===== src/rtl/fb_window_writer_pkg.sv =====
// Shared geometry helpers, FSM state type and window-command payload for the framebuffer writer.
package fb_window_writer_pkg;

  localparam int unsigned DEF_PIXEL_WIDTH      = 64;
  localparam int unsigned DEF_PIXEL_HEIGHT     = 32;
  localparam int unsigned DEF_PIXEL_HALFHEIGHT = 16;
  localparam int unsigned DEF_BYTES_PER_PIXEL  = 2;
  localparam int unsigned DEF_X_BITS           = $clog2(DEF_PIXEL_WIDTH);
  localparam int unsigned DEF_Y_BITS           = $clog2(DEF_PIXEL_HEIGHT);

  typedef enum logic [1:0] {
    ST_IDLE   = 2'd0,
    ST_LOAD   = 2'd1,
    ST_STREAM = 2'd2,
    ST_FILL   = 2'd3
  } state_e;

  // Latched window: left edge for row wrap, inclusive right/bottom edges for exact end detection
  typedef struct packed {
    logic [DEF_X_BITS-1:0] x0;
    logic [DEF_X_BITS-1:0] x_last;
    logic [DEF_Y_BITS-1:0] y_last;
    logic                  msb_first;
  } window_cmd_t;

  function automatic int unsigned num_colour_idx_bits(input int unsigned bpp);
    return (bpp <= 1) ? 0 : $clog2(bpp);
  endfunction

  function automatic int unsigned num_subpanelselect_bits(input int unsigned height,
                                                          input int unsigned halfheight);
    return (height / halfheight <= 1) ? 0 : $clog2(height / halfheight);
  endfunction

  function automatic int unsigned num_address_b_bits(input int unsigned width,
                                                     input int unsigned halfheight);
    return $clog2(halfheight) + $clog2(width);
  endfunction

  function automatic int unsigned num_address_a_bits(input int unsigned width,
                                                     input int unsigned height,
                                                     input int unsigned halfheight,
                                                     input int unsigned bpp);
    return num_address_b_bits(width, halfheight) + num_subpanelselect_bits(height, halfheight)
           + num_colour_idx_bits(bpp);
  endfunction

endpackage


===== src/rtl/fb_window_writer_addr_pack.sv =====
// Maps (x, y, colour index) to the port-A address {row_in_half, column, subpanel, colour_idx}.
module fb_addr_pack
  import fb_window_writer_pkg::*;
#(
  parameter int unsigned PIXEL_WIDTH      = DEF_PIXEL_WIDTH,
  parameter int unsigned PIXEL_HEIGHT     = DEF_PIXEL_HEIGHT,
  parameter int unsigned PIXEL_HALFHEIGHT = DEF_PIXEL_HALFHEIGHT,
  parameter int unsigned BYTES_PER_PIXEL  = DEF_BYTES_PER_PIXEL
) (
  input  logic [$clog2(PIXEL_WIDTH)-1:0]  x,
  input  logic [$clog2(PIXEL_HEIGHT)-1:0] y,
  input  logic [((num_colour_idx_bits(BYTES_PER_PIXEL) == 0) ? 1 :
                 num_colour_idx_bits(BYTES_PER_PIXEL))-1:0] colour_idx,
  output logic [num_address_a_bits(PIXEL_WIDTH, PIXEL_HEIGHT, PIXEL_HALFHEIGHT,
                                   BYTES_PER_PIXEL)-1:0] addr
);

  localparam int unsigned XW = $clog2(PIXEL_WIDTH);
  localparam int unsigned HB = $clog2(PIXEL_HALFHEIGHT);
  localparam int unsigned SB = num_subpanelselect_bits(PIXEL_HEIGHT, PIXEL_HALFHEIGHT);
  localparam int unsigned CB = num_colour_idx_bits(BYTES_PER_PIXEL);
  localparam int unsigned AW = num_address_a_bits(PIXEL_WIDTH, PIXEL_HEIGHT, PIXEL_HALFHEIGHT,
                                                  BYTES_PER_PIXEL);
  // Zero-width fields (single subpanel / one byte per pixel) collapse to a zero contribution
  localparam logic [AW-1:0] C_MASK = AW'((1 << CB) - 1);

  logic [AW-1:0] row_a, x_a, sub_a, c_a;

  assign row_a = AW'(y[HB-1:0]);
  assign x_a   = AW'(x);
  assign sub_a = AW'(y >> HB);
  assign c_a   = AW'(colour_idx) & C_MASK;
  assign addr  = (row_a << (XW + SB + CB)) | (x_a << (SB + CB)) | (sub_a << CB) | c_a;

endmodule


===== src/rtl/fb_window_writer.sv =====
// Window write engine: streams or fills a rectangle of pixels into framebuffer port A.
module fb_window_writer
  import fb_window_writer_pkg::*;
#(
  parameter int unsigned PIXEL_WIDTH      = DEF_PIXEL_WIDTH,
  parameter int unsigned PIXEL_HEIGHT     = DEF_PIXEL_HEIGHT,
  parameter int unsigned PIXEL_HALFHEIGHT = DEF_PIXEL_HALFHEIGHT,
  parameter int unsigned BYTES_PER_PIXEL  = DEF_BYTES_PER_PIXEL
) (
  input  logic                              clk,
  input  logic                              reset,
  input  logic                              cmd_valid,
  output logic                              cmd_ready,
  input  logic [$clog2(PIXEL_WIDTH)-1:0]    cmd_x0,
  input  logic [$clog2(PIXEL_HEIGHT)-1:0]   cmd_y0,
  input  logic [$clog2(PIXEL_WIDTH):0]      cmd_w,
  input  logic [$clog2(PIXEL_HEIGHT):0]     cmd_h,
  input  logic                              cmd_fill,
  input  logic                              cmd_msb_first,
  input  logic                              in_valid,
  output logic                              in_ready,
  input  logic [7:0]                        in_data,
  input  logic                              abort,
  output logic                              wr_en,
  output logic [num_address_a_bits(PIXEL_WIDTH, PIXEL_HEIGHT, PIXEL_HALFHEIGHT,
                                   BYTES_PER_PIXEL)-1:0] wr_addr,
  output logic [7:0]                        wr_data,
  output logic                              done,
  output logic                              err
);

  localparam int unsigned XW  = $clog2(PIXEL_WIDTH);
  localparam int unsigned YW  = $clog2(PIXEL_HEIGHT);
  localparam int unsigned CB  = num_colour_idx_bits(BYTES_PER_PIXEL);
  localparam int unsigned CW  = (CB == 0) ? 1 : CB;
  localparam int unsigned BCW = $clog2(BYTES_PER_PIXEL) + 1;
  localparam int unsigned AW  = num_address_a_bits(PIXEL_WIDTH, PIXEL_HEIGHT, PIXEL_HALFHEIGHT,
                                                   BYTES_PER_PIXEL);

  state_e         state, state_nxt;
  window_cmd_t    win, win_nxt;
  logic [XW-1:0]  x, x_nxt;
  logic [YW-1:0]  y, y_nxt;
  logic [BCW-1:0] bcnt, bcnt_nxt;
  logic [7:0]     pixel [BYTES_PER_PIXEL];
  logic           load_en;
  logic           cmd_ready_nxt, in_ready_nxt, wr_en_nxt, done_nxt, err_nxt;
  logic [AW-1:0]  wr_addr_nxt, pack_addr;
  logic [7:0]     wr_data_nxt;

  logic [CW-1:0]  cidx;
  logic           last_byte, last_x, last_y, win_end, cmd_bad;
  logic [XW+1:0]  x_sum;
  logic [YW+1:0]  y_sum;

  assign cidx      = win.msb_first ? (CW'(BYTES_PER_PIXEL - 1) - CW'(bcnt)) : CW'(bcnt);
  assign last_byte = (bcnt == BCW'(BYTES_PER_PIXEL - 1));
  assign last_x    = (x == win.x_last);
  assign last_y    = (y == win.y_last);
  assign win_end   = last_byte && last_x && last_y;

  assign x_sum   = (XW+2)'(cmd_x0) + (XW+2)'(cmd_w);
  assign y_sum   = (YW+2)'(cmd_y0) + (YW+2)'(cmd_h);
  assign cmd_bad = (cmd_w == '0) || (cmd_h == '0) ||
                   (x_sum > (XW+2)'(PIXEL_WIDTH)) || (y_sum > (YW+2)'(PIXEL_HEIGHT));

  fb_addr_pack #(
    .PIXEL_WIDTH      (PIXEL_WIDTH),
    .PIXEL_HEIGHT     (PIXEL_HEIGHT),
    .PIXEL_HALFHEIGHT (PIXEL_HALFHEIGHT),
    .BYTES_PER_PIXEL  (BYTES_PER_PIXEL)
  ) u_addr_pack (
    .x          (x),
    .y          (y),
    .colour_idx (cidx),
    .addr       (pack_addr)
  );

  // Next state, traversal counters and registered-output values
  always_comb begin
    state_nxt   = state;
    win_nxt     = win;
    x_nxt       = x;
    y_nxt       = y;
    bcnt_nxt    = bcnt;
    load_en     = 1'b0;
    wr_en_nxt   = 1'b0;
    wr_addr_nxt = wr_addr;
    wr_data_nxt = wr_data;
    done_nxt    = 1'b0;
    err_nxt     = 1'b0;

    case (state)
      ST_IDLE: begin
        if (cmd_valid) begin
          if (cmd_bad) begin
            err_nxt = 1'b1;
          end else begin
            win_nxt.x0        = cmd_x0;
            win_nxt.x_last    = XW'((XW+1)'(cmd_x0) + cmd_w - (XW+1)'(1));
            win_nxt.y_last    = YW'((YW+1)'(cmd_y0) + cmd_h - (YW+1)'(1));
            win_nxt.msb_first = cmd_msb_first;
            x_nxt             = cmd_x0;
            y_nxt             = cmd_y0;
            bcnt_nxt          = '0;
            state_nxt         = cmd_fill ? ST_LOAD : ST_STREAM;
          end
        end
      end
      ST_LOAD: begin
        if (in_valid) begin
          load_en = 1'b1;
          if (last_byte) begin
            bcnt_nxt  = '0;
            state_nxt = ST_FILL;
          end else begin
            bcnt_nxt = bcnt + BCW'(1);
          end
        end
      end
      default: begin
        if ((state == ST_FILL) || in_valid) begin
          wr_en_nxt   = 1'b1;
          wr_addr_nxt = pack_addr;
          wr_data_nxt = (state == ST_FILL) ? pixel[cidx] : in_data;
          if (last_byte) begin
            bcnt_nxt = '0;
            if (last_x) begin
              x_nxt = win.x0;
              if (!last_y) y_nxt = y + YW'(1);
            end else begin
              x_nxt = x + XW'(1);
            end
          end else begin
            bcnt_nxt = bcnt + BCW'(1);
          end
          if (win_end) begin
            done_nxt  = 1'b1;
            state_nxt = ST_IDLE;
          end
        end
      end
    endcase

    if (abort && (state != ST_IDLE)) begin
      state_nxt = ST_IDLE;
      load_en   = 1'b0;
      wr_en_nxt = 1'b0;
      done_nxt  = 1'b0;
      x_nxt     = '0;
      y_nxt     = '0;
      bcnt_nxt  = '0;
    end

    cmd_ready_nxt = (state_nxt == ST_IDLE);
    in_ready_nxt  = (state_nxt == ST_LOAD) || (state_nxt == ST_STREAM);
  end

  always_ff @(posedge clk or posedge reset) begin
    if (reset) begin
      state     <= ST_IDLE;
      win       <= '0;
      x         <= '0;
      y         <= '0;
      bcnt      <= '0;
      cmd_ready <= 1'b1;
      in_ready  <= 1'b0;
      wr_en     <= 1'b0;
      wr_addr   <= '0;
      wr_data   <= '0;
      done      <= 1'b0;
      err       <= 1'b0;
    end else begin
      state     <= state_nxt;
      win       <= win_nxt;
      x         <= x_nxt;
      y         <= y_nxt;
      bcnt      <= bcnt_nxt;
      cmd_ready <= cmd_ready_nxt;
      in_ready  <= in_ready_nxt;
      wr_en     <= wr_en_nxt;
      wr_addr   <= wr_addr_nxt;
      wr_data   <= wr_data_nxt;
      done      <= done_nxt;
      err       <= err_nxt;
    end
  end

  // Fill pixel register, indexed by colour so fill writes reuse the traversal index
  always_ff @(posedge clk or posedge reset) begin
    if (reset) begin
      for (int i = 0; i < int'(BYTES_PER_PIXEL); i++) pixel[i] <= '0;
    end else if (load_en) begin
      pixel[cidx] <= in_data;
    end
  end

endmodule


===== config.mk =====
export PLATFORM = sky130hd
export DESIGN_NAME = fb_window_writer
export DESIGN_NICKNAME = d
export VERILOG_FILES = /design/src/rtl/fb_window_writer_pkg.sv /design/src/rtl/fb_window_writer_addr_pack.sv /design/src/rtl/fb_window_writer.sv
export SDC_FILE = /design/constraint.sdc
export NUM_CORES = 1
export LEC_CHECK = 0
export CAP_MARGIN = 20
export CORE_UTILIZATION = 50
export DETAILED_ROUTE_END_ITERATION = 7
export PLACE_DENSITY = 0.74
export SLEW_MARGIN = 20
export SYNTH_ARGS = -nofsm -noshare
export SYNTH_HDL_FRONTEND = slang
export SYNTH_HIERARCHICAL = 1
export SYNTH_SLANG_ARGS = --single-unit
export TNS_END_PERCENT = 1

===== constraint.sdc =====
create_clock -name clk -period 2.7 [get_ports clk]
set_clock_uncertainty 0.1 [all_clocks]
set_input_delay 0.81 -clock clk [delete_from_list [all_inputs] [get_ports clk]]
set_output_delay 0.81 -clock clk [all_outputs]
set_load 0.01 [all_outputs]

## Word level (Yosys, flattened, before mapping)

Cells that the tools add are included.

- Register bits: 74
- Input bits: 39
- Output and inout port bits: 25
- Logic and storage cells: 125

- Multiplexer cells: 52
- Bitwise operators: 6
- Reduce and logical (&&, ||, !) cells: 24
- $add $sub $neg: 10
- Equal/unequal tests: 12
- $lt $le $gt $ge: 4

Operators with widths:

| kind | number |
|---|---|
| $mux W8 | 5 |
| $mux W6 | 6 |
| $mux W5 | 7 |
| $mux W2 | 14 |
| $bwmux W16 | 1 |
| $mux W1 | 14 |
| $or A12 B1 Y12 | 1 |
| $or A12 B2 Y12 | 1 |
| $or A12 B8 Y12 | 1 |
| $pmux W6 S2 | 1 |
| $pmux W5 S2 | 1 |
| $ne A3 B3 Y1 const B | 3 |
| $reduce_bool A3 Y1 | 3 |
| $add A6 B7 Y8 | 1 |
| $demux W8 S1 | 1 |
| $gt A8 B7 Y1 const B | 1 |
| $pmux W2 S2 | 2 |
| $add A5 B6 Y7 | 1 |
| $gt A7 B6 Y1 const B | 1 |
| $logic_not A7 Y1 | 1 |
| $reduce_and A7 Y1 | 1 |
| $add A6 B1 Y6 const B | 1 |
| $add A6 B6 Y6 | 1 |
| $eq A2 B1 Y1 const B | 3 |
| 26 further kinds | 36 |

## Depth between registers and ports, before layout

Gate-level depths: netlist of run 1.

- Word-level depth: 10
- Mapped depth: 11
- Depth with buffers taken out: 11

## By module

Netlist of run 1, hierarchy kept.

Modules (own cells, without submodules):

| module | seq. area each (um2) | times used | cells each | area an instance (um2) |
|---|---|---|---|---|
| fb_window_writer | 1853.0 | 1 | 466 | 4465.5 |
| fb_addr_pack | 0.0 | 1 | 12 | 90.1 |

## Worst setup path after synthesis of run 1

Ideal clock, no wire load.

- Kind: input port to flip-flop
- From: input port cmd_x0[0]
- To: register in_ready
- Path buffers: 0
- Data required time: 2.474 ns
- Data arrival time: 3.072 ns
- Cell stages on the path: 11
- Path slack: -0.598 ns
- Library setup time: 0.126 ns
- Path through: ha_1 -> inv_1 -> fa_1 -> nand2b_1 -> a211oi_1 -> nor3_1 -> a311o_1 -> nand3_1 -> nor2_1 -> o311ai_0 -> ha_1

- Word-level cells in the longest chain between the ends: 10
- Elaborated cells on any way between the ends: 11
- Classes of those cells: add/sub: 1; order compare: 1; eq/ne: 2; mux: 4; reduce/logical: 3

Ends and longest elaborated chain:

| element | RTL line | text |
|---|---|---|
| start, declared | fb_window_writer.sv:14 | `input logic [$clog2(PIXEL_WIDTH)-1:0] cmd_x0,` |
| $add A6 B7 Y8 * | fb_window_writer.sv:62 | `assign x_sum = (XW+2)'(cmd_x0) + (XW+2)'(cmd_w);` |
| $gt A8 B7 Y1 * | fb_window_writer.sv:65 | `(x_sum > (XW+2)'(PIXEL_WIDTH)) \|\| (y_sum > (YW+2)'(PIXEL_HEIGHT));` |
| $logic_or A1 B1 Y1 * | fb_window_writer.sv:64 | `assign cmd_bad = (cmd_w == '0) \|\| (cmd_h == '0) \|\|` |
| $logic_or A1 B1 Y1 * | fb_window_writer.sv:65 |  |
| $mux W2 * | fb_window_writer.sv:96 | `if (cmd_bad) begin` |
| $mux W2 * | fb_window_writer.sv:95 | `if (cmd_valid) begin` |
| $pmux W2 S2 * | fb_window_writer.sv:93 | `case (state)` |
| $mux W2 * | fb_window_writer.sv:145 | `if (abort && (state != ST_IDLE)) begin` |
| $eq A2 B1 Y1 or $eq A2 B2 Y1 (tied branches) | fb_window_writer.sv:156 | `in_ready_nxt = (state_nxt == ST_LOAD) \|\| (state_nxt == ST_STREAM);` |
| $logic_or A1 B1 Y1 * | fb_window_writer.sv:156 |  |
| net in_ready_nxt | fb_window_writer.sv:47 | `logic cmd_ready_nxt, in_ready_nxt, wr_en_nxt, done_nxt, err_nxt;` |
| end signal, assigned | fb_window_writer.sv:180 | `in_ready <= in_ready_nxt;` |
| end, declared | fb_window_writer.sv:21 | `output logic in_ready,` |

Mark *: on every way through the listed nets, which the timed path passes. The rest lies on a longest branch.
A chain may end at the register's enable or synchronous reset.

## Final worst setup path of run 1

- From: input port cmd_x0[5]
- To: register in_ready

The elaborated chain is that of the path after synthesis.

==> metrics.txt, run 1 <==
status=finished, violations left; failing checks=setup timing; site row count=34; Max Cap Violations=0; Setup WS post-layout=-0.193 ns; RSZ-0062 raised after global routing=true; Cell Area, Placed=5780 µm²; Top FF cell, synth=dfrtp_1; I/O Buffers=63; Psw=slightly below 0.002 W; CTS sink cnt=between 70 and 80; CTS clk-pin slew, worst paths=~0.070 ns; FFs w/ async S/R, synth=1.00; root buffer cell=clkbuf_8; delay-heaviest family, CP=compound AO/OA/AOI/OAI gates; mux share of post-synthesis cell area=0.0810; CTS Buffer Depth=2; synth unique cells=57; Mapped Nets=between 500 and 600; post-synthesis compound-gate area fraction=0.154; Placed Cells=690; area of the multi-input gates=approximately 2800 µm²; WL/cell=about 16 µm; Antenna Nets Post-Route=0; nets=just under 700; Synth Area in Adders=0.100; clk_lat worst skew=about 0.35 ns; Highest Clock Rate=between 0.3 and 0.4 GHz; vias per cell=approximately 5.6; Final GP Congestion=around 0.9; Critical Path AT=~3.0 ns; combinational family with the most area after synthesis=compound AO/OA/AOI/OAI gates; simple-gate share of the synthesized area=0.129; starting density of the core=0.520; total track usage=0.253; Post-DP HPWL=8390 µm; Max Transition Viols Final=0; PwrDens=roughly 830 nW/µm²; Syn Inst Count=478; Die Area=9500 µm²; Yosys Warn Count=6; CP endpoint kind=flop; # IOs=64; syn_area_per_cell=around 9.5 µm²; vias=4023; register area=1850 µm²; fin crit period=2.89 ns; worst min-delay path category=reg2reg; Yosys reg bits=74; slowest stage cell on the critical path=a311o_2; mapped cell area=between 4000 and 5000 µm²; combinational share of power=0.454; initial antenna violation count=0; final setup violation count=20; Overflow after GRT=0; die width=97.5 µm; DRC Markers=0; Post-synth EDFFs=0; CP cell instances=clkdlybuf4s15_1 -> ha_4 -> a21o_1 -> buf_4 -> o21a_1 -> a311o_2 -> nand3_4 -> nor2_4 -> o311ai_2 -> ha_1; internal power=approximately 0.0034 W; Inserted Diodes=0; slowest stage delay, CP=~0.42 ns; vias in the first global route=between 4000 and 5000; CTS Buf Count=9; hold_buf cts=0; fin crit share=1.07; Worst-Margin Slew=about 0.54 ns; Clk pwr share=0.173; XOR/XNOR Fraction of Synth Area=0.0538; CTS tree=done; layout cells sized above 1=0.352; critical path class=in2reg; Flop pwr share=0.373; WHS=between 0.4 and 0.5 ns; final WL=about 12000 µm; Max IR drop VDD=360 µV; H-tree Lvls=3; sequential area share after synthesis=0.407; filler instances=around 640; Buf/Inv on CP=2; Iteration-0 DRC Markers=around 190; final instance area=6460 µm²; Crit path required time=around 2.8 ns; largest net degree at the start of global routing=29; switch share=0.365; max_slew headroom=0.641; global-route wire length before repair=just under 20000 µm; leakage=between 2 and 3 nW; Area Overhead vs Synth=41.8%; Final Hold Viols=0; drt pass-1 iters=5; CORE AREA=8760 µm²; Die H=about 97 µm; worst-path fanout max=5; Critical Path Source Type=input pin; pre-CTS WS=-1.08 ns; final core occ=0.737; Non-Filler Instances=~720
-- cell usage in the layout, fill, tap and decap left out, types with 3 or more instances in the layout --
master,n
clkbuf_8,10
inv_2,14
dfrtp_1,73
buf_6,8
ha_4,12
buf_4,74
xnor2_1,16
clkinv_2,4
o22a_1,9
a21oi_4,3
o21ai_1,11
xor2_1,10
a21oi_1,13
nand2_2,6
buf_12,3
clkdlybuf4s15_1,6
a221oi_2,3
buf_8,3
dlygate4sd2_1,6
nor2_4,3
o21ai_0,13
nor3_1,8
a21o_1,7
and3_1,4
inv_1,30
ha_1,16
nor2_1,22
o22ai_1,10
nand3_1,8
a31oi_1,10
nand2_1,51
nand4_1,4
clkdlybuf4s50_1,40
mux2_2,30
-- logic make-up (layout without fill, tap and decap cells) --
logic type | count (synthesis) | count (layout)
DFF | 74 | 74
and+or+nand+nor | 128 | 128
xor gates and xnor gates | 28 | 28
AOI/OAI and AO/OA | 105 | 105
muxes | 33 | 33
adders and majority gates | 34 | 34
buffers and inverters | 76 | 208
-- per-stage QoR --
stage	TNS [ns]	total power [W]
3_3_place_gp	-28.52	0.00415
4_1_cts	-1.77	0.00532
6_report	-2.12	0.00539
2_1_floorplan	-12.20	0.00344
3_5_place_dp	-32.81	0.00424
5_1_grt	-4.03	0.00575
-- cell usage after synthesis, types with 10 or more instances --
cell,n,area [µm²]
nand2_1,57,214
a21oi_1,17,85.1
clkbuf_1,13,48.8
o22ai_1,10,62.6
mux2_2,31,349
nand3_1,11,55.1
a31oi_1,10,62.6
xnor2_1,17,149
inv_1,44,165
buf_4,13,97.6
xor2_1,11,96.3
ha_1,30,375
nor2_1,25,93.8
dfrtp_1,73,1830
o21ai_0,25,125
-- layer usage --
metal | vias to the layer above | global-route usage | part of all wire
li1 | 1908 | - | -
met5 | - | 0 | 0
met1 | 1958 | 0.333 | 0.44
met4 | 0 | 0.102 | 0.017
met2 | 138 | 0.423 | 0.50
met3 | 19 | 0.0345 | 0.050
-- sequential cells by signal (all words and copies together) (netlist names) --
register and count:
bcnt 2, cmd_ready 1, done 1, err 1, in_ready 1, pixel 16
state 2, win 18, wr_addr 12, wr_data 8, wr_en 1, x 6
y 5
-- worst register-to-register path, cell delays in order, from the launching register on --
cell     delay [ns]
dfrtp_1        0.46
xor2_1         0.19
nor4_1         0.41
nand3_1        0.23
nor2_1         0.35
nand4_1        0.28
o32a_1         0.38
o21ai_2        0.07
-- final cells by class --
| class | count | area share |
|---|---|---|
| well taps | 108 | 0.0209 |
| repair buffers | 147 | 0.204 |
| clock inverters | 6 | 0.0124 |
| multi-input cells | 328 | 0.428 |
| clock buffers | 10 | 0.0213 |
| inverters | 45 | 0.0265 |
| flip-flops and latches | 74 | 0.287 |
-- repair_timing --
| action | 4_1_cts | 5_1_grt |
|---|---|---|
| pin swaps | 33 | 21 |
| cloned | 1 | 0 |
| gates resized for setup | 124 | 35 |
| endpoints found under the setup margin | 36 | 35 |
| setup buffers | 8 | 3 |
-- worst paths after layout --
| path | slack, ns | depth (start not counted) | to | startpoint |
|---|---|---|---|---|
| setup / recovery | -0.19 | 10 | in_ready$_DFF_PP0_ | cmd_x0[5] |
| hold / removal | 0.40 | 2 | win[5]$_DFFE_PP0P_ | win[5]$_DFFE_PP0P_ |
| setup reg to reg | 0.16 | 7 | y[3]$_DFFE_PP0P_ | x[3]$_DFFE_PP0P_ |
| hold reg to reg | 0.40 | 2 | win[5]$_DFFE_PP0P_ | win[5]$_DFFE_PP0P_ |
| max in group asynchronous | 1.23 | 3 | win[0]$_DFFE_PP0P_ | reset |
| min in group asynchronous | 0.73 | 2 | wr_addr[5]$_DFFE_PP0P_ | reset |
-- power by group through the flow --
stage	combinational, W	sequential, W	clock, W
final	0.00245	0.00201	0.000931
after global routing	0.00268	0.00207	0.000997
after CTS	0.00238	0.00199	0.000945
after detailed placement	0.00223	0.00201	0
after global placement	0.00217	0.00198	0
after floorplan	0.00146	0.00198	0
No activity file was read; power rests on OpenSTA's default activity.
==> run 2: changes to the inputs <==
ABC_AREA = 1   (was unset)
==> run 2 against run 1 <==
Net effect: largest cell class unchanged; synthesized cell count rose by 24%; critical endpoint unchanged; final cell count rose by 13%; the flow finishes with violations (DRC); via count rose by 5.1%; largest power group unchanged; register-to-register slack improved by 0.38 ns; combinational power fell by 10%; final area fell by 6.3%; worst hold slack got worse by 0.030 ns.
==> metrics.txt, run 2 <==
CP endpoint kind=flop (unchanged); most frequent cells in the layout=150 x nand2_1, 73 x dfrtp_1, 63 x inv_1 (was 74 x buf_4, 73 x dfrtp_1, 51 x nand2_1); initial antenna violation count=0 (unchanged); status=finished, violations left (unchanged); failing checks=DRC (was setup timing); vias per cell=5.19 (was 5.60); Highest Clock Rate=0.376 GHz (was 0.346 GHz); DRC Markers=5 (was 0); vias in the first global route=4164 (was 4017); Post-DP HPWL=8010 µm (was 8390 µm); Final Hold Viols=0 (unchanged); site row count=34 (unchanged); largest net degree at the start of global routing=75 (was 29); Reg with most FFs=win (unchanged); delay-heaviest family, CP=adder cells (was compound AO/OA/AOI/OAI gates); Max Transition Viols Final=0 (unchanged); Yosys Warn Count=6 (unchanged); Critical Path AT=2.78 ns (was 3.03 ns); CTS Buffer Depth=2 (unchanged); top flop regs=win (18), pixel (16), wr_addr (12) (unchanged); Top FF cell, synth=dfrtp_1 (unchanged); R2R cell count=7 (unchanged); final instance area=6060 µm² (was 6460 µm²); Max Cap Violations=0 (unchanged); RR Endpoint=in_ready$_DFF_PP0_ (was y[3]$_DFFE_PP0P_); Syn Inst Count=594 (was 478); drt pass-1 iters=7 (was 5); nets=774 (was 678); final WL=11000 µm (was 11800 µm); root buffer cell=clkbuf_8 (unchanged); hold wc startpoint=wr_addr[4]$_DFFE_PP0P_ (was win[5]$_DFFE_PP0P_); leakage=3.11 nW (was 3.00 nW); post-synth top area share=0.395 (was 0.401); starting density of the core=0.522 (was 0.520); global-route wire length before repair=18700 µm (was 19200 µm); Non-Filler Instances=814 (was 718); reg2reg setup slack=0.54 ns (was 0.16 ns); CORE AREA=8850 µm² (was 8760 µm²); Iteration-0 DRC Markers=234 (was 194); CTS sink cnt=74 (unchanged); critical path class=in2reg (unchanged); most frequent CP cell=nand2_1; Antenna Nets Post-Route=0 (unchanged); WL/cell=13.6 µm (was 16.4 µm); Synth area leader=dfrtp_1 (unchanged); syn_area_per_cell=7.78 µm² (was 9.53 µm²); Final Power=0.00498 W (was 0.00539 W); PwrDens=822 nW/µm² (was 835 nW/µm²); sequential area share after synthesis=0.401 (was 0.407); Cell Area, Placed=5650 µm² (was 5780 µm²); clk_lat worst skew=0.34 ns (was 0.35 ns); # IOs=64 (unchanged); slowest stage delay, CP=0.51 ns (was 0.42 ns); vias=4227 (was 4023); Placed Cells=792 (was 690); most common cell after layout, fill and taps aside=nand2_1 (was buf_4); fin crit period=2.66 ns (was 2.89 ns); reg2reg start=state[0]$_DFF_PP0_ (was x[3]$_DFFE_PP0P_); Overflow after GRT=0 (unchanged); I/O Buffers=63 (unchanged); Buf/Inv on CP=2 (unchanged); CTS tree=done (unchanged); Worst Hold End=wr_addr[4]$_DFFE_PP0P_ (was win[5]$_DFFE_PP0P_); synth top area cells=dfrtp_1 40%, nand2_1 12%, ha_1 8.1%, inv_1 6.5%, o21ai_0 5.1% (was dfrtp_1 40%, ha_1 8.2%, mux2_2 7.7%, nand2_1 4.7%, inv_1 3.6%); Crit path required time=2.82 ns (was 2.83 ns); hold path cells=2 (unchanged); Max IR drop VDD=318 µV (was 360 µV); Die H=98.1 µm (was 97.5 µm); fin crit share=0.984 (was 1.07); synth unique cells=36 (was 57); Die Area=9630 µm² (was 9500 µm²); worst-path fanout max=3 (was 5); total track usage=0.241 (was 0.253); Post-synth EDFFs=0 (unchanged); CTS clk-pin slew, worst paths=0.07 ns (about the same); Mapped Nets=667 (was 551); worst min-delay path category=reg2reg (unchanged); WHS=0.371 ns (was 0.401 ns); Critical Path Source Type=input pin (unchanged); FFs w/ async S/R, synth=1.00 (unchanged); die width=98.1 µm (was 97.5 µm); H-tree Lvls=3 (unchanged); CTS Buf Count=9 (unchanged); commonest cells in the netlist=152 x nand2_1, 80 x inv_1, 73 x dfrtp_1, 47 x o21ai_0, 37 x nor2_1 (was 73 x dfrtp_1, 57 x nand2_1, 44 x inv_1, 31 x mux2_2, 30 x ha_1); layout cells sized above 1=0.194 (was 0.352); Worst-Margin Slew=0.475 ns (was 0.536 ns); final setup violation count=0 (was 20); slowest stage cell on the critical path=fa_2 (was a311o_2); max_slew headroom=0.682 (was 0.641); Area Overhead vs Synth=31.1% (was 41.8%); mapped cell area=4620 µm² (was 4560 µm²); CP cell instances=buf_4 -> ha_4 -> inv_2 -> fa_2 -> nand2_1 -> a21oi_2 -> nand3_1 -> nor2_1 -> nand2_1 -> nand2_2 -> nand4_4 -> nor2_4 -> o21ai_2 -> ha_1 (was clkdlybuf4s15_1 -> ha_4 -> a21o_1 -> buf_4 -> o21a_1 -> a311o_2 -> nand3_4 -> nor2_4 -> o311ai_2 -> ha_1); Inserted Diodes=0 (unchanged); Final GP Congestion=0.917 (was 0.899); most common cell in the netlist=nand2_1 (was dfrtp_1); Yosys reg bits=74 (unchanged); number of flip-flops in the largest register=18 (unchanged); hold_buf cts=0 (unchanged)
## run 2: cell count changes after synthesis, moves of 8 or more
cell,before,now
a21oi_1,17,30
a31oi_1,10,0
clkbuf_1,13,5
inv_1,44,80
mux2_2,31,0
nand2_1,57,152
nand3_1,11,33
nor2_1,25,37
o21ai_0,25,47
o21ai_1,1,13
o21bai_1,0,8
o22a_1,9,0
## run 2: metrics by stage
step / util / setup TNS (ns) / setup slack [ns]
5_1_grt: 0.684 / -0.0271 / -0.0271
3_5_place_dp: 0.638 / -22.74 / -0.780
4_1_cts: 0.677 / 0 / 0.00269
2_1_floorplan: - / -0.0842 / -0.0842
6_report: 0.684 / 0 / 0.0437
3_3_place_gp: 0.638 / -20.09 / -0.670
## run 2: repair_timing
action,4_1_cts,5_1_grt
gates cloned,0,0
setup endpoints to repair,34,34
pin swaps,17,15
setup buffers,5,1
resized for setup,55,29
## run 2: final cells by class
type | instances | area [µm²]
Clock buffer | 9 | 124
Sequential cell | 74 | 1850
Timing Repair Buffer | 123 | 1080
Clock inverter | 7 | 68.8
Inverter | 82 | 312
Multi-Input combinational cell | 411 | 2480
Fill cell | 741 | 2790
Tap cell | 108 | 135
## run 2: logic make-up after synthesis
| family | share of synthesized area |
|---|---|
| AND/OR/NAND/NOR | 0.223 |
| buffers and inverters | 0.105 |
| flip-flops | 0.401 |
| AO/OA/AOI/OAI | 0.128 |
| XOR/XNOR | 0.0436 |
| adder cells (fa/ha/maj) | 0.0986 |
## run 2: per-layer routing
metal  track usage  up-vias  part of all wire
met3        0.0329       13             0.048
met4        0.0944        0             0.014
met5             0        -                 0
li1              -     2097                 -
met1         0.318     1989              0.46
met2         0.402      128              0.48
## run 2: where the power goes
part	leakage (nW)	internal [W]	total (W)	switching, W
clock	0.0954	0.000424	0.000834	0.000410
combinational	2.09	0.00102	0.00220	0.00117
sequential	0.927	0.00158	0.00195	0.000362
## run 2: worst max path at each step
stage / startpoint / endpoint / cells past startpoint
finish: cmd_x0[0] / in_ready$_DFF_PP0_ / 14
global route: cmd_x0[2] / in_ready$_DFF_PP0_ / 15
CTS: cmd_x0[0] / in_ready$_DFF_PP0_ / 15
detailed placement: cmd_x0[0] / bcnt[0]$_DFFE_PP0P_ / 17
global placement: cmd_x0[0] / bcnt[0]$_DFFE_PP0P_ / 17
floorplan: cmd_y0[0] / in_ready$_DFF_PP0_ / 12
## run 2: worst reg2reg max path, delay by kind of cell, from the launching register on
family,cells,cell delay (ns)
buffers and inverters,1,0.23
AOI/OAI and AO/OA,1,0.06
adders and majority gates,1,0.30
and+or+nand+nor,4,0.90
DFF,1,0.45
==> run 3: changes to the inputs <==
CELL_PAD_IN_SITES_DETAIL_PLACEMENT = 2   (was unset)
CELL_PAD_IN_SITES_GLOBAL_PLACEMENT = 2   (was unset)
CORE_UTILIZATION = 29   (was 50)
PLACE_DENSITY = 0.73   (was 0.74)
==> run 3 against run 2 <==
Net effect: the run now ends clean; via count grew 4.4%; critical path depth did not move; die area increased by 71%; final cell count grew 15%; clock power increased by 67%; register-to-register slack worse by 0.17 ns; routed wire length rose by 34%; worst hold slack got worse by 0.0042 ns.
==> metrics.txt, run 3 (same netlist as run 2, synthesis figures left out) <==
global-route wire length before repair=25600 µm (was 18700 µm); area of the multi-input gates=2490 µm² (was 2480 µm²); hold path cells=2 (unchanged); TNS Setup=0 ns (unchanged); fin crit period=2.66 ns (about the same); Worst-Margin Slew=0.398 ns (was 0.475 ns); most common cell after layout, fill and taps aside=nand2_1 (unchanged); WHS=0.367 ns (was 0.371 ns); Area Overhead vs Synth=40.3% (was 31.1%); I/O Buffers=63 (unchanged); filler instances=1743 (was 741); final setup violation count=0 (unchanged); RSZ-0062 raised after global routing=true; root buffer cell=clkbuf_16 (was clkbuf_8); final core occ=0.422 (was 0.684); drt pass-1 iters=4 (was 7); Max IR drop VDD=319 µV (was 318 µV); total track usage=0.198 (was 0.241); CTS clk-pin slew, worst paths=0.06 ns (was 0.07 ns); die width=128 µm (was 98.1 µm); # IOs=64 (unchanged); CP endpoint kind=flop (unchanged); Critical Path Source Type=input pin (unchanged); layout cells sized above 1=0.225 (was 0.194); Final Hold Viols=0 (unchanged); Final Power=0.00565 W (was 0.00498 W); most frequent CP cell=nand2_2 (was nand2_1); Crit path required time=2.82 ns (about the same); delay-heaviest family, CP=adder cells (unchanged); Reg with most FFs=win (unchanged); vias=4412 (was 4227); Overflow after GRT=0 (unchanged); leakage=3.23 nW (was 3.11 nW); slowest stage cell on the critical path=fa_2 (unchanged); Iteration-0 DRC Markers=128 (was 234); DRC Markers=0 (was 5); number of flip-flops in the largest register=18 (unchanged); hold_buf cts=0 (unchanged); final instance area=6480 µm² (was 6060 µm²); vias in the first global route=5166 (was 4164); reg2reg start=state[0]$_DFF_PP0_ (unchanged); hold wc startpoint=wr_addr[10]$_DFFE_PP0P_ (was wr_addr[4]$_DFFE_PP0P_); Max Cap Violations=0 (unchanged); largest net degree at the start of global routing=44 (was 75); Highest Clock Rate=0.376 GHz (about the same); R2R cell count=7 (unchanged); Die H=128 µm (was 98.1 µm); Antenna Nets Post-Route=0 (unchanged); CTS Buffer Depth=2 (unchanged); Critical Path AT=2.78 ns (about the same); slowest stage delay, CP=0.52 ns (was 0.51 ns); final WL=14900 µm (was 11000 µm); register area=1850 µm² (unchanged); top flop regs=win (18), pixel (16), wr_addr (12) (unchanged); Worst Hold End=wr_addr[10]$_DFFE_PP0P_ (was wr_addr[4]$_DFFE_PP0P_); CORE AREA=15400 µm² (was 8850 µm²); RR Endpoint=in_ready$_DFF_PP0_ (unchanged); WL/cell=15.9 µm (was 13.6 µm); nets=794 (was 774); worst-path fanout max=5 (was 3); CTS sink cnt=74 (unchanged); site row count=45 (was 34); initial antenna violation count=0 (unchanged); max_slew headroom=0.732 (was 0.682); CTS tree=done (unchanged); CP cell instances=buf_6 -> ha_4 -> inv_2 -> fa_2 -> nand2_2 -> a21oi_2 -> nand3_1 -> nor2_1 -> nand2_1 -> nand2_2 -> nand4_4 -> nor2_4 -> o21ai_2 -> ha_1 (was buf_4 -> ha_4 -> inv_2 -> fa_2 -> nand2_1 -> a21oi_2 -> nand3_1 -> nor2_1 -> nand2_1 -> nand2_2 -> nand4_4 -> nor2_4 -> o21ai_2 -> ha_1); critical path class=in2reg (unchanged); clk_lat worst skew=0.33 ns (was 0.34 ns); Buf/Inv on CP=2 (unchanged); Inserted Diodes=0 (unchanged); Cell Area, Placed=5920 µm² (was 5650 µm²); Max Transition Viols Final=0 (unchanged); Die Area=16400 µm² (was 9630 µm²); starting density of the core=0.301 (was 0.522); CTS Buf Count=9 (unchanged); PwrDens=872 nW/µm² (was 822 nW/µm²); reg2reg setup slack=0.37 ns (was 0.54 ns); status=complete, no violations (was finished, violations left); most frequent cells in the layout=147 x nand2_1, 77 x buf_4, 73 x dfrtp_1 (was 150 x nand2_1, 73 x dfrtp_1, 63 x inv_1); worst min-delay path category=reg2reg (unchanged); vias per cell=4.71 (was 5.19); Final GP Congestion=0.817 (was 0.917); Post-DP HPWL=11000 µm (was 8010 µm); fin crit share=0.985 (was 0.984); H-tree Lvls=3 (unchanged)
## run 3: how the worst max path moves through the flow
stage	cells past startpoint	start	end	slack (ns)
2_1_floorplan	12	cmd_y0[0]	in_ready$_DFF_PP0_	-0.08
3_3_place_gp	14	cmd_x0[0]	in_ready$_DFF_PP0_	-0.72
3_5_place_dp	16	cmd_x0[0]	y[0]$_DFFE_PP0P_	-0.81
4_1_cts	14	cmd_x0[0]	in_ready$_DFF_PP0_	0.009
5_1_grt	14	cmd_w[0]	in_ready$_DFF_PP0_	-0.08
6_report	14	cmd_w[0]	in_ready$_DFF_PP0_	0.04
## run 3: report_power, final
group / switching (W) / leakage [nW] / total, W / internal [W]
clock: 0.000463 / 0.167 / 0.00139 / 0.000930
sequential: 0.000371 / 0.927 / 0.00196 / 0.00159
combinational: 0.00126 / 2.13 / 0.00230 / 0.00104
total: 0.00210 / 3.23 / 0.00565 / 0.00355
## run 3: cell type report
cell class,count,area share
clock buffer,12,0.0380
clock inverter,4,0.0153
inverter,82,0.0481
multi-input combinational,411,0.384
sequential,74,0.286
tap,211,0.0407
timing repair buffer,143,0.187
## run 3: repair_timing
item / CTS / global route
endpoints found under the setup margin: 36 / 31
resized for setup: 87 / 12
setup buffers: 9 / 1
pin swaps: 24 / 9
## run 3: tightest hold or removal path: cells and delay by family, from the launching register on
kind | cells | cell delay [ns]
flip-flops | 1 | 0.34
AND/OR/NAND/NOR | 2 | 0.10
## run 3: stage by stage
stage / instances / setup slack [ns]
after floorplan: 594 / -0.0842
after global placement: 912 / -0.721
after detailed placement: 912 / -0.807
after CTS: 937 / 0.00894
after global routing: 937 / -0.0775
final: 937 / 0.0400
## run 3: layer usage
layer	routed length [µm]	up-vias	share of wire	GRT usage
li1	-	2144	-	-
met1	6550	2195	0.44	0.240
met2	7840	54	0.53	0.367
met3	216	19	0.015	0.0150
met4	246	0	0.017	0.0644
met5	0	-	0	0
==> RTL edit (settings of run 2) <==
Change the package constant `DEF_BYTES_PER_PIXEL` from 2 to 4.
--- a/src/rtl/fb_window_writer_pkg.sv
+++ b/src/rtl/fb_window_writer_pkg.sv
@@ -4,7 +4,7 @@
   localparam int unsigned DEF_PIXEL_WIDTH      = 64;
   localparam int unsigned DEF_PIXEL_HEIGHT     = 32;
   localparam int unsigned DEF_PIXEL_HALFHEIGHT = 16;
-  localparam int unsigned DEF_BYTES_PER_PIXEL  = 2;
+  localparam int unsigned DEF_BYTES_PER_PIXEL  = 4;
   localparam int unsigned DEF_X_BITS           = $clog2(DEF_PIXEL_WIDTH);
   localparam int unsigned DEF_Y_BITS           = $clog2(DEF_PIXEL_HEIGHT);
 
Interface: changed (resized wr_addr); port bits go from 64 to 65. The function was not compared with the original's and may differ.
==> RTL edit against run 2 <==
The run still ends with design-rule violations left; wire length increased by 16%; utilization is 3.1 points lower; global-route usage up 0.056 points; critical path depth fell by 2; sequential cell count rose by 18; synthesized area rose by 20%; worst setup slack better by 0.048 ns; total power is 21% higher; cell area increased by 17%; critical path type unchanged; critical endpoint unchanged.
==> RTL edit: results (changes against run 2) <==
xor/xnor share of the synthesized area=0.0408 (was 0.0436); vias in the first global route=4,609 (was 4,164); Synth Area in Compound Gates=0.104 (was 0.128); violated checks=design-rule violations (unchanged); DRC violations left=2 (was 5); largest net degree at the start of global routing=93 (was 75); Filler cells=911 (was 741); fin nets=891 (was 774); Skew-Pair Late Insertion Delay=0.37 ns (was 0.34 ns); vias=4,903 (was 4,227); port buffer count=64 (was 63); met3 wire len=626 um (was 532 um); status=complete, but fails checks (unchanged); Peak VDD IR=488 uV (was 318 uV); Setup WS pre-CTS=-0.698 ns (was -0.780 ns); WL met2=6.21 mm (was 5.32 mm); Synth Warn #=6 (unchanged); top cells by area, synth=dfrtp_1, nand2_1, ha_1 (unchanged); Distinct cells, synth=39 (was 36); leakage=0.00354 uW (was 0.00311 uW); relative slew slack=0.667 (was 0.682); share of cells above drive strength 1=0.216 (was 0.194); Crit Path Max Fanout=5 (was 3); adder-cell share of the synthesized area=0.0843 (was 0.0986); first-pass iteration count of the detailed router=8 (was 7); placer congestion estimate=0.907 (was 0.917); register area share after synthesis=0.415 (was 0.401); synth cell count leaders=nand2_1, dfrtp_1, inv_1 (was nand2_1, inv_1, dfrtp_1); met1 wire length=5.82 mm (was 5.03 mm); initial DRC count=333 (was 234); dpl hpwl=9.53 mm (was 8.01 mm); routed wire length=12.9 mm (was 11.0 mm)
[RTL edit: metrics by stage]
step                      cells  TNS, ns  hold slack [ns]  cell area (sq um)
after detailed placement    940   -21.70            0.358               6700
final                       961        0            0.380               7080
after CTS                   959        0            0.380               7020
after global placement      940   -20.07            0.355               6700
after global routing        961  -0.0293            0.393               7080
after floorplan             697   -0.156            0.353               5550
[RTL edit: kinds of logic after synthesis]
logic type / Yosys count
fa+ha+maj: 35
compound gates: 101
xor+xnor: 25
buf+inv: 114
simple gates: 330
flops: 92
[RTL edit: final timing paths]
kind,from,end,slack [ns],cells after the start
max,cmd_y0[0],in_ready,0.09,12
min,wr_addr[3],wr_addr[3],0.38,2
max reg2reg,state[1],in_ready,0.55,10
min reg2reg,wr_addr[3],wr_addr[3],0.38,2
max in group asynchronous,reset,wr_data[7],1.30,3
min in group asynchronous,reset,pixel[13],0.78,3
[RTL edit: final cells by class]
| cell class | instances | share of cell area |
|---|---|---|
| timing repair buffer | 140 | 0.169 |
| clock buffer | 12 | 0.0219 |
| sequential | 92 | 0.325 |
| clock inverter | 3 | 0.00318 |
| multi-input combinational | 491 | 0.411 |
| inverter | 83 | 0.0445 |
| tap | 140 | 0.0247 |
[RTL edit: worst max-delay path, cell delays in order]
cell	delay [ns]
clkbuf_2	0.10
ha_2	0.17
inv_1	0.06
fa_2	0.52
inv_1	0.05
nor3_2	0.19
nand3_2	0.09
nand2_2	0.12
nand4_4	0.17
nor2_4	0.12
o21bai_1	0.08
ha_1	0.29
[RTL edit: routing by layer]
layer  GRT usage  vias to the layer above
li1            -                     2452
met1       0.313                     2303
met2       0.406                      130
met3      0.0466                       18
met4      0.0783                        0
met5           0                        -
[RTL edit: timing repair]
| item | in CTS | in global routing |
|---|---|---|
| setup endpoints to repair | 34 | 26 |
| pin swaps | 20 | 13 |
| setup buffers | 4 | 2 |
| gates cloned | 0 | 0 |
| resized for setup | 59 | 18 |
[RTL edit: report_power, final]
group | internal (uW) | switching (uW)
sequential | 1940 | 453
combinational | 1260 | 1540
clock | 380 | 467
total | 3570 | 2460
